--- src/rtl/ifq_pkg.sv ---
// Shared types and helpers for the instruction-fetch queue.
// Entry type carries the fetched instruction word and the address it came from.
package ifq_pkg;

  localparam int XLEN = 32;
  localparam logic [XLEN-1:0] INSN_NOP = 32'h0000_0013;

  typedef struct packed {
    logic [XLEN-1:0] insn;
    logic [XLEN-1:0] pc;
  } ifq_entry_t;

  function automatic logic [XLEN-1:0] align_word(input logic [XLEN-1:0] addr);
    return {addr[XLEN-1:2], 2'b00};
  endfunction

endpackage

--- src/rtl/ifq_fifo.sv ---
// Synchronous DEPTH-entry FIFO of fetched instructions with single-cycle flush.
// Latency: push visible at head one cycle later. Backpressure: push ignored when full, pop ignored when empty.
module ifq_fifo
  import ifq_pkg::*;
#(
  parameter int DEPTH = 4
) (
  input  logic                   clk,
  input  logic                   reset,
  input  logic                   flush,
  input  logic                   push,
  input  ifq_entry_t             push_dat,
  input  logic                   pop,
  output ifq_entry_t             head_dat,
  output logic [$clog2(DEPTH):0] count,
  output logic                   empty,
  output logic                   full
);

  localparam int AW = $clog2(DEPTH);
  localparam int CW = AW + 1;

  ifq_entry_t    mem [DEPTH];
  logic [AW-1:0] rd_ptr;
  logic [AW-1:0] wr_ptr;
  logic          push_ok;
  logic          pop_ok;

  assign empty    = (count == '0);
  assign full     = (count == CW'(DEPTH));
  assign push_ok  = push && !full;
  assign pop_ok   = pop && !empty;
  assign head_dat = mem[rd_ptr];

  // DEPTH is a power of two, so the pointers wrap on their own.
  always_ff @(posedge clk) begin
    if (reset || flush) begin
      rd_ptr <= '0;
      wr_ptr <= '0;
      count  <= '0;
    end else begin
      if (push_ok) wr_ptr <= wr_ptr + AW'(1);
      if (pop_ok)  rd_ptr <= rd_ptr + AW'(1);
      case ({push_ok, pop_ok})
        2'b10:   count <= count + CW'(1);
        2'b01:   count <= count - CW'(1);
        default: count <= count;
      endcase
    end
  end

  always_ff @(posedge clk) begin
    if (push_ok && !flush && !reset) mem[wr_ptr] <= push_dat;
  end

endmodule

--- src/rtl/ifetch_queue.sv ---
// Fetch front end: credit-limited sequential requests, in-order response FIFO, redirect flush with stale-response discard.
// Latency: response to inst_valid 1 cycle (0 with IFQ_BYPASS_EN). Backpressure: requests stop when FIFO + in-flight reach DEPTH.
module ifetch_queue
  import ifq_pkg::*;
#(
  parameter logic [XLEN-1:0] RESET_PC = 32'h0000_0000,
  parameter int              DEPTH    = 4,
  parameter logic [XLEN-1:0] NOP_INSN = INSN_NOP
) (
  input  logic            clk,
  input  logic            reset,
  input  logic            redirect_valid,
  input  logic [XLEN-1:0] redirect_pc,
  output logic            imem_req_valid,
  output logic [XLEN-1:0] imem_req_addr,
  input  logic            imem_req_ready,
  input  logic            imem_rsp_valid,
  input  logic [XLEN-1:0] imem_rsp_data,
  output logic            inst_valid,
  output logic [XLEN-1:0] inst_data,
  output logic [XLEN-1:0] inst_pc,
  input  logic            inst_ready,
  output logic [XLEN-1:0] pc
);

  localparam int CW = $clog2(DEPTH) + 1;

  logic [XLEN-1:0] fetch_pc;
  logic [XLEN-1:0] rsp_pc;
  logic [CW-1:0]   outstanding;
  logic [CW-1:0]   discard;
  logic [CW-1:0]   out_after_rsp;
  logic [CW-1:0]   fifo_count;
  logic [CW:0]     in_use;
  logic            fifo_empty;
  logic            fifo_full;
  logic            fifo_push;
  logic            fifo_pop;
  logic            req_fire;
  logic            rsp_keep;
  logic            bypass;
  ifq_entry_t      head;
  ifq_entry_t      push_dat;

  assign in_use         = {1'b0, fifo_count} + {1'b0, outstanding};
  assign imem_req_valid = !reset && !redirect_valid && (in_use < (CW+1)'(DEPTH));
  assign imem_req_addr  = fetch_pc;
  assign pc             = fetch_pc;
  assign req_fire       = imem_req_valid && imem_req_ready;

  // A response is kept only when no stale responses remain and no flush is under way.
  assign rsp_keep      = imem_rsp_valid && (discard == '0) && !redirect_valid && !reset;
  assign out_after_rsp = outstanding - CW'(imem_rsp_valid);

`ifdef IFQ_BYPASS_EN
  assign bypass = fifo_empty && rsp_keep;
`else
  assign bypass = 1'b0;
`endif

  assign inst_valid = !fifo_empty || bypass;
  assign fifo_pop   = !fifo_empty && inst_ready && !redirect_valid;
  assign fifo_push  = rsp_keep && !fifo_full && !(bypass && inst_ready);
  assign push_dat   = '{insn: imem_rsp_data, pc: rsp_pc};

  // When empty, inst_pc shows the address the next kept response will carry.
  always_comb begin
    inst_data = NOP_INSN;
    inst_pc   = rsp_pc;
    if (!fifo_empty) begin
      inst_data = head.insn;
      inst_pc   = head.pc;
    end else if (bypass) begin
      inst_data = imem_rsp_data;
    end
  end

  always_ff @(posedge clk) begin
    if (reset) begin
      fetch_pc    <= RESET_PC;
      rsp_pc      <= RESET_PC;
      outstanding <= '0;
      discard     <= '0;
    end else if (redirect_valid) begin
      fetch_pc    <= align_word(redirect_pc);
      rsp_pc      <= align_word(redirect_pc);
      outstanding <= out_after_rsp;
      discard     <= out_after_rsp;
    end else begin
      if (req_fire) fetch_pc <= fetch_pc + 32'd4;
      if (rsp_keep) rsp_pc <= rsp_pc + 32'd4;
      outstanding <= out_after_rsp + CW'(req_fire);
      if (imem_rsp_valid && (discard != '0)) discard <= discard - CW'(1);
    end
  end

  ifq_fifo #(
    .DEPTH (DEPTH)
  ) u_fifo (
    .clk      (clk),
    .reset    (reset),
    .flush    (redirect_valid),
    .push     (fifo_push),
    .push_dat (push_dat),
    .pop      (fifo_pop),
    .head_dat (head),
    .count    (fifo_count),
    .empty    (fifo_empty),
    .full     (fifo_full)
  );

endmodule

--- config.mk ---
export PLATFORM = sky130hd
export DESIGN_NAME = ifetch_queue
export DESIGN_NICKNAME = d
export VERILOG_FILES = /design/src/rtl/ifq_pkg.sv /design/src/rtl/ifq_fifo.sv /design/src/rtl/ifetch_queue.sv
export SDC_FILE = /design/constraint.sdc
export NUM_CORES = 1
export LEC_CHECK = 0
export BUFFER_PORTS_ARGS = -buffer_cell sky130_fd_sc_hd__clkbuf_2
export CORE_AREA = 4 4 167 169
export CTS_BUF_LIST = sky130_fd_sc_hd__clkbuf_2 sky130_fd_sc_hd__clkbuf_4 sky130_fd_sc_hd__clkbuf_8
export DETAILED_ROUTE_END_ITERATION = 6
export DIE_AREA = 0 0 171 173
export PLACE_DENSITY = 0.76
export SYNTH_ARGS = -nofsm -noshare
export SYNTH_HDL_FRONTEND = slang
export SYNTH_HIERARCHICAL = 1
export SYNTH_SLANG_ARGS = --single-unit
--- constraint.sdc ---
create_clock -name clk -period 5.3 [get_ports clk]
set_clock_uncertainty 0.1 [all_clocks]
set_input_delay 1.06 -clock clk [delete_from_list [all_inputs] [get_ports clk]]
set_output_delay 1.06 -clock clk [all_outputs]
set_load 0.02 [all_outputs]
==> results.ini, run 1 <==
[outcome]
status = complete, no violations

[timing]
layout_setup_ws_ns = 1.43
slew_headroom_pct = 38.6
rsz0062_at_grt = no
slew_viol_final = 0
hold_slack_ns = 0.391
period_minus_slack_ns = 3.87
timing.fmax_mhz = 258
tightestPinTransition_ns = 0.913
finalHoldViolations = 0
setup_tns_ns = 0
finalSetupViolCount = 0
fin_crit_sh_pct = 73.0

[detailed_routing]
drt-total-wl_mm = 28.7
first_pass_iters = 4
ant_nets = 0
routed_via_density = 5.60
wl_per_cell_um = 18.8
drc_errors = 0
vias = 8546
drt_iter0_drc = 603

[clock_network]
cts_max_level = 2
clock_latency_ns = 0.56
cts_resized = 0
cts.sinks = 331
cts_tree = yes
clock_path_buffers = 3
hold_buffers = 0
cts_buffers = 52
path_clk_slew_ns = 0.06
cts_root_buf = clkbuf_8
postCtsSetupRepairBufs = 0

[floorplan]
ios = 200
die_area_sq_um = 29600
die_y_um = 173
core_area_sq_um = 26600
fp-row-count = 60
start_util_pct = 53.9
die_w_um = 171

[worst_setup_path]
startpoint_type = flop
crit_arrival_ns = 2.71
r2r_cells = 11
cp-end-kind = output port
required_ns = 4.14
cp_max_fo = 34
critPathKind = reg -> out

[logic_synthesis]
synth_cells = 957
ys_types = 60
syn_area_per_cell_sq_um = 15.0
ys_ff_latch = 331
async_reset_ff_share_pct = 0
synth_edf_count = 256
synth_ff_type = edfxtp_1
yosysWarnings = 6
ys_seq_area_share_pct = 64.1
netlist_area_sq_um = 14300

[power]
p_leak_nw = 5.88
power_per_cell_area_nw_per_um2 = 328
total_power_mw = 5.42
peakVddDrop_uv = 225

[placed_design]
gp_congestion = 0.862
dp.cells = 1433
dpl-instance-area_sq_um = 15500
pre_cts_slack_ns = 1.36
post-dp-hpwl_mm = 17.8
io_buffers = 193

[worst_hold_path]
hold_depth = 2
worstHoldPathType = reg -> reg

[layout]
fin_cells = 1525
nets = 1232
fillers = 1965
stdcell_area_sq_um = 16500
layout_commonest_cell = edfxtp_1
fin_util_pct = 62.3
num_antenna_cells = 0
area_delta_synth_final_pct = 15.4
drive_gt1_share_pct = 34.7
final_cell_mix = edfxtp_1, clkbuf_2, dfxtp_1

[global_routing]
grt_antenna_before_repair = 0
use_met3_pct = 3.59
grt_pass1_vias = 8660
grt_max_degree = 70
met2_usage_pct = 30.4
top_usage_layer = met2
gr-total-overflow = 0
grt_util_all_layers_pct = 19.0
grt.met1_usage_pct = 27.1
grt_pass1_wl_mm = 45.3

[job]
cap_violations = 0

==> flip-flops by register name (all words and copies together), names as in the netlist, named ones only <==
| name | flops |
|---|---|
| u_fifo/rd_ptr | 2 |
| u_fifo/wr_ptr | 2 |
| rsp_pc | 30 |
| outstanding | 3 |
| imem_req_addr | 30 |
| discard | 3 |
| u_fifo/count | 3 |
| u_fifo/mem | 256 |
==> power breakdown <==
| part | leakage, nW | switching, mW | internal (mW) | total [mW] |
|---|---|---|---|---|
| registers | 2.94 | 0.0736 | 2.84 | 2.91 |
| logic | 2.36 | 0.208 | 0.132 | 0.341 |
| clock network | 0.578 | 0.925 | 1.24 | 2.17 |
==> routing by layer <==
metal  share of wire (%)  vias up  wire length (um)
li1                    -     3993                 -
met1                  44     4171             12700
met2                  47      341             13400
met3                 7.1       41              2050
met4                 2.0        0               561
met5                   0        -                 0
==> cells by family after synthesis <==
family	share of synthesized area, %
AOI/OAI and AO/OA	4.99
xor gates and xnor gates	3.18
adders and majority gates	1.45
buffers and inverters	4.30
DFF	64.1
muxes	12.7
other	0.0262
and+or+nand+nor	9.25
==> worst paths after layout <==
check | start | endpoint | slack [ns]
worst max-delay path | flop | inst_data[1] | 1.43
worst max register to register | u_fifo/count[2]$_SDFFE_PP0P_ | u_fifo/count[2]$_SDFFE_PP0P_ | 2.34
worst min-delay path | u_fifo/rd_ptr[0]$_SDFFE_PP0P_ | flop | 0.39
worst min register to register | u_fifo/rd_ptr[0]$_SDFFE_PP0P_ | flop | 0.39
==> layout make-up <==
type	instances	area [sq um]	share of cell area, %
Timing Repair Buffer	204	1110	6.72
Sequential cell	331	9190	55.6
Inverter	42	158	0.953
Clock buffer	82	1000	6.06
Multi-Input combinational cell	515	4580	27.7
Clock inverter	10	73.8	0.446
Tap cell	341	427	2.58
==> critical path, stage by stage (launching register included) <==
cell and delay [ns]:
dfxtp_4 0.77, buf_12 0.36, mux4_2 0.53, or2_2 0.31, clkbuf_2 0.16
==> synth_stat cells, types with 13 or more instances <==
cell | instances | share of area (%)
buf_4 | 40 | 2.1
nor4_1 | 13 | 0.57
inv_1 | 42 | 1.1
nor2_1 | 30 | 0.79
a21boi_0 | 24 | 1.3
a21oi_1 | 36 | 1.3
ha_1 | 15 | 1.3
nor2b_1 | 33 | 1.4
edfxtp_1 | 256 | 54
xor2_1 | 15 | 0.92
nor3_1 | 15 | 0.52
nand2_1 | 36 | 0.94
mux2_2 | 30 | 2.4
clkbuf_1 | 25 | 0.65
xnor2_1 | 37 | 2.3
mux4_2 | 64 | 10
dfxtp_1 | 75 | 10
nand3_1 | 21 | 0.73
nand4_1 | 21 | 0.92
No activity file was read; power rests on OpenSTA's default activity.
==> run 2, diff against run 1 <==
Settings changed: ABC_AREA from default to 1, CORE_AREA 4 4 167 169 to 4 4 173 175, DIE_AREA 0 0 171 173 to 0 0 177 179.
Clock period 5.3 ns to 3.9 ns, I/O delays scaled along.
==> run 2 against run 1 <==
Non-clock buffer count rose by 8. Worst hold slack got worse by 0.069 ns. Sequential power rose by 36%. Critical path depth rose by 3. Via count rose by 42%. Core utilization fell by 0.91 points. Setup slack got worse by 1.1 ns. Register-to-register slack got worse by 1.4 ns. Highest routed layer unchanged. Synthesized area rose by 7.6%. Critical path type unchanged. Clock power rose by 35%. Power rose by 38%. Critical endpoint is now inst_data[16].
==> results.ini, run 2 <==
[outcome]
status = complete, no violations

[placed_design]
io_buffers = 193
gp_congestion = 0.919
pre_cts_slack_ns = 0.674
post-dp-hpwl_mm = 23.6

[timing]
timing.fmax_mhz = 279
slew_headroom_pct = 22.6
setup_tns_ns = 0
slew_viol_final = 0
tightestPinTransition_ns = 1.16
period_minus_slack_ns = 3.59
layout_setup_ws_ns = 0.310
hold_slack_ns = 0.322
fin_crit_sh_pct = 92.1
finalSetupViolCount = 0
rsz0062_at_grt = no
finalHoldViolations = 0

[worst_setup_path]
max_stage_delay_ns = 0.77
required_ns = 3.02
startpoint_type = flop
crit_top_cell = nor2_1
critical_path.cell_chain = inv_4, buf_4, nor2_1, o22ai_1, inv_1, nor2_1, clkbuf_2
rrSetupSlack_ns = 0.94
critPathKind = reg -> out
path_buf_inv = 4
cp-end-kind = output port
cp_max_fo = 106
crit_arrival_ns = 2.71
slowest_stage = inv_4
critPathTopFamily = buffers and inverters

[global_routing]
gr-total-overflow = 0
grt_pass1_wl_mm = 59.4
grt_pass1_vias = 11500
grt_antenna_before_repair = 0
grt_util_all_layers_pct = 23.3
grt_max_degree = 107

[floorplan]
start_util_pct = 54.2
die_y_um = 179
die_area_sq_um = 31700
die_w_um = 177
core_area_sq_um = 28500
fp-row-count = 62
ios = 200

[layout]
top_register = u_fifo/mem
area_delta_synth_final_pct = 13.2
layout_commonest_cell = nand2_1
drive_gt1_share_pct = 17.1
nets = 1902
final_cell_mix = nand2_1, nor2_1, edfxtp_1
largest_reg_flops = 256
num_antenna_cells = 0
fin_util_pct = 61.3

[detailed_routing]
vias = 12100
routed_via_density = 5.42
drt-total-wl_mm = 37.6
ant_nets = 0
drt_iter0_drc = 981
wl_per_cell_um = 16.8
first_pass_iters = 5
drc_errors = 0

[job]
cap_violations = 0

[logic_synthesis]
ys_seq_area_share_pct = 59.6
async_reset_ff_share_pct = 0
synth.top_cell.area_share_pct = 49.8
synth_ff_type = edfxtp_1
netlist_area_sq_um = 15400
synth_cells = 1650
yosysTopAreaCell = edfxtp_1
synth_edf_count = 256
syn_area_per_cell_sq_um = 9.35
synth.area.top_cells = edfxtp_1, dfxtp_1, nand2_1
synth_commonest_cells = nand2_1, nor2_1, edfxtp_1
ys_ff_latch = 331
synth_most_common_cell = nand2_1
yosysWarnings = 6
ys_types = 41

[clock_network]
cts_root_buf = clkbuf_8
cts_buffers = 52
clock_path_buffers = 3
postCtsSetupRepairBufs = 0
cts_resized = 0
clock_latency_ns = 0.57
cts_max_level = 2
cts_tree = yes
path_clk_slew_ns = 0.06
hold_buffers = 0
cts.sinks = 331

[power]
peakVddDrop_uv = 223
power_per_cell_area_nw_per_um2 = 429
p_leak_nw = 6.91
total_power_mw = 7.50

[worst_hold_path]
worstHoldPathType = in -> reg

run 2: metrics by stage:
step                instance area, sq um  instances
global placement                   16400       2146
global route                       17500       2238
CTS                                17500       2238
finish                             17500       2238
detailed placement                 16400       2146
floorplan                          15500       1661
run 2: cell type report:
cell class              instances  area (sq um)
fillers                      2408         11000
flip-flops and latches        331          9190
multi-input cells            1057          4980
repair buffers                212          1160
clock buffers                  72           866
inverters                     162           611
well taps                     384           480
clock inverters                20           173
run 2: path summary, 6_finish.rpt:
check,from,endpoint,cells past startpoint
max,flop,inst_data[16],7
max reg2reg,u_fifo/count[2]$_SDFFE_PP0P_,u_fifo/count[2]$_SDFFE_PP0P_,16
min reg2reg,u_fifo/rd_ptr[1]$_SDFFE_PP0P_,flop,2
min,imem_rsp_data[30],u_fifo/mem[2][62]$_DFFE_PP_,1
run 2: kinds of logic after synthesis:
kind of cell	after synthesis	share of synthesized area [%]
buf+inv	273	8.58
other cells	1	0.0243
fa+ha+maj	16	1.35
flops	331	59.6
simple gates	661	17.6
xor+xnor	8	0.454
compound gates	360	12.5
run 2: report_power, final:
group	internal [mW]	switching, mW
Combinational	0.189	0.400
Clock	1.63	1.30
Sequential	3.87	0.108
Total	5.69	1.81
run 2: routing by layer:
layer | share of wire (%) | track usage, %
met1 | 42 | 31.1
met2 | 49 | 40.5
met3 | 7.2 | 3.84
met4 | 1.4 | 5.54
met5 | 0 | 0
==> run 3, diff against run 2 <==
Settings changed: PLACE_DENSITY 0.76 to 0.83.
==> run 3 against run 2 <==
Power shrank 0.69%. Sequential cell count unchanged. Non-clock buffer count is 4 higher. Highest routed layer unchanged. Worst hold slack worse by 0.0078 ns. Largest power group unchanged. Register-to-register slack better by 0.07 ns. Die area did not move.
==> results.ini, run 3 (synthesis gave the netlist of run 2 again) <==
[outcome]
status = complete, no violations

[placed_design]
pre_cts_slack_ns = 0.735
gp_congestion = 0.928
dpl-instance-area_sq_um = 16500
io_buffers = 193
dp.cells = 2150
post-dp-hpwl_mm = 24.7

[clock_network]
hold_buffers = 0
cts_max_level = 2
postCtsSetupRepairBufs = 0
cts.sinks = 331
cts_resized = 0
cts_tree = yes
clock_latency_ns = 0.57
cts_buffers = 52
clock_path_buffers = 3
path_clk_slew_ns = 0.06
cts_root_buf = clkbuf_8

[timing]
slew_headroom_pct = 27.4
slew_viol_final = 0
tightestPinTransition_ns = 1.09
period_minus_slack_ns = 3.38
hold_slack_ns = 0.314
fin_crit_sh_pct = 86.7
finalSetupViolCount = 0
layout_setup_ws_ns = 0.521
timing.fmax_mhz = 296
rsz0062_at_grt = no
finalHoldViolations = 0

[global_routing]
grt_max_degree = 89
grt_pass1_wl_mm = 60.7
grt_pass1_vias = 12100
grt_util_all_layers_pct = 23.7
grt_antenna_before_repair = 0
gr-total-overflow = 0

[floorplan]
fp-row-count = 62
die_w_um = 177
core_area_sq_um = 28500
ios = 200
die_area_sq_um = 31700
die_y_um = 179
start_util_pct = 54.2

[detailed_routing]
first_pass_iters = 5
wl_per_cell_um = 17.1
ant_nets = 0
drc_errors = 0
drt_iter0_drc = 1409
drt-total-wl_mm = 38.3
vias = 12400
routed_via_density = 5.52

[worst_setup_path]
required_ns = 3.02
crit_end = inst_pc[9]
startpoint_type = flop
critical_path.cell_chain = clkinv_2, buf_4, o21ai_1, o22ai_1, nand2_1, o21ai_0, clkbuf_2
path_depth = 7
r2r_cells = 11
cp-end-kind = output port
cp_max_fo = 52
path_buf_inv = 3
max_stage_delay_ns = 0.69
crit_arrival_ns = 2.50
slowest_stage = dfxtp_4
rrSetupSlack_ns = 1.01
reg2reg_from = discard[0]$_SDFFE_PP0P_
critPathTopFamily = buffers and inverters
critPathKind = reg -> out
r2r-end = u_fifo/mem[3][57]$_DFFE_PP_

[layout]
num_antenna_cells = 0
largest_reg_flops = 256
fin_cells = 2241
nets = 1906
area_delta_synth_final_pct = 13.4
fillers = 2311
layout_commonest_cell = nand2_1
multi_input_area_sq_um = 4980
final_cell_mix = nand2_1, nor2_1, edfxtp_1
top_register = u_fifo/mem
register_area_sq_um = 9190
stdcell_area_sq_um = 17500
drive_gt1_share_pct = 17.3

[power]
total_power_mw = 7.44
p_leak_nw = 6.94
power_per_cell_area_nw_per_um2 = 425
peakVddDrop_uv = 280

[worst_hold_path]
worstHoldStart = imem_rsp_data[25]
worstHoldPathType = in -> reg

[job]
cap_violations = 0

-- run 3: cell count changes in the layout (fill, tap and decap cells not counted), moves of 2 or more --
cell	delta
buf_4	+2
clkinv_2	+3
buf_12	+2
bufinv_16	-2
clkbuf_8	+3
clkinvlp_4	-3
-- run 3: cell type report --
class	instances	area share, %
Sequential cell	331	52.5
Multi-Input combinational cell	1057	28.5
Timing Repair Buffer	216	6.94
Clock buffer	75	5.18
Inverter	162	3.48
Tap cell	384	2.75
Clock inverter	16	0.636
-- run 3: worst min-delay path by stage --
stage | cells past startpoint | slack (ns) | to
2_1_floorplan | 2 | 0.36 | flop
3_3_place_gp | 2 | 0.37 | flop
3_5_place_dp | 2 | 0.39 | flop
4_1_cts | 1 | 0.28 | u_fifo/mem[1][57]$_DFFE_PP_
5_1_grt | 1 | 0.29 | u_fifo/mem[3][45]$_DFFE_PP_
6_report | 1 | 0.31 | u_fifo/mem[1][57]$_DFFE_PP_
-- run 3: where the power goes --
part           leakage (nW)  total, mW  switching [mW]  internal (mW)
Sequential             2.95       3.98           0.109           3.87
Clock                 0.544       2.87            1.31           1.56
Combinational          3.45      0.595           0.405          0.190
-- run 3: worst reg2reg max path, cell delays in order (launching register included) --
cell and delay (ns):
dfxtp_1 0.31, inv_1 0.11, ha_1 0.16, inv_1 0.04, nor2_1 0.18, nand3_4 0.17, nor2_1 0.29, inv_1 0.07
nor2_1 0.14, nand2_1 0.25, nor2_4 0.48, buf_12 0.29
-- run 3: metrics by stage --
| step | TNS, ns | utilization (%) |
|---|---|---|
| 3_3_place_gp | 0 | 57.9 |
| 6_report | 0 | 61.5 |
| 5_1_grt | 0 | 61.5 |
| 3_5_place_dp | 0 | 57.9 |
| 4_1_cts | 0 | 61.5 |
| 2_1_floorplan | -17.30 | - |
-- run 3: per-layer routing --
layer	vias up	global-route usage, %	part of all wire, %
met5	-	0	0
met4	0	8.83	2.8
met3	87	4.60	8.8
met2	597	40.5	48
met1	5756	30.3	40
li1	5922	-	-
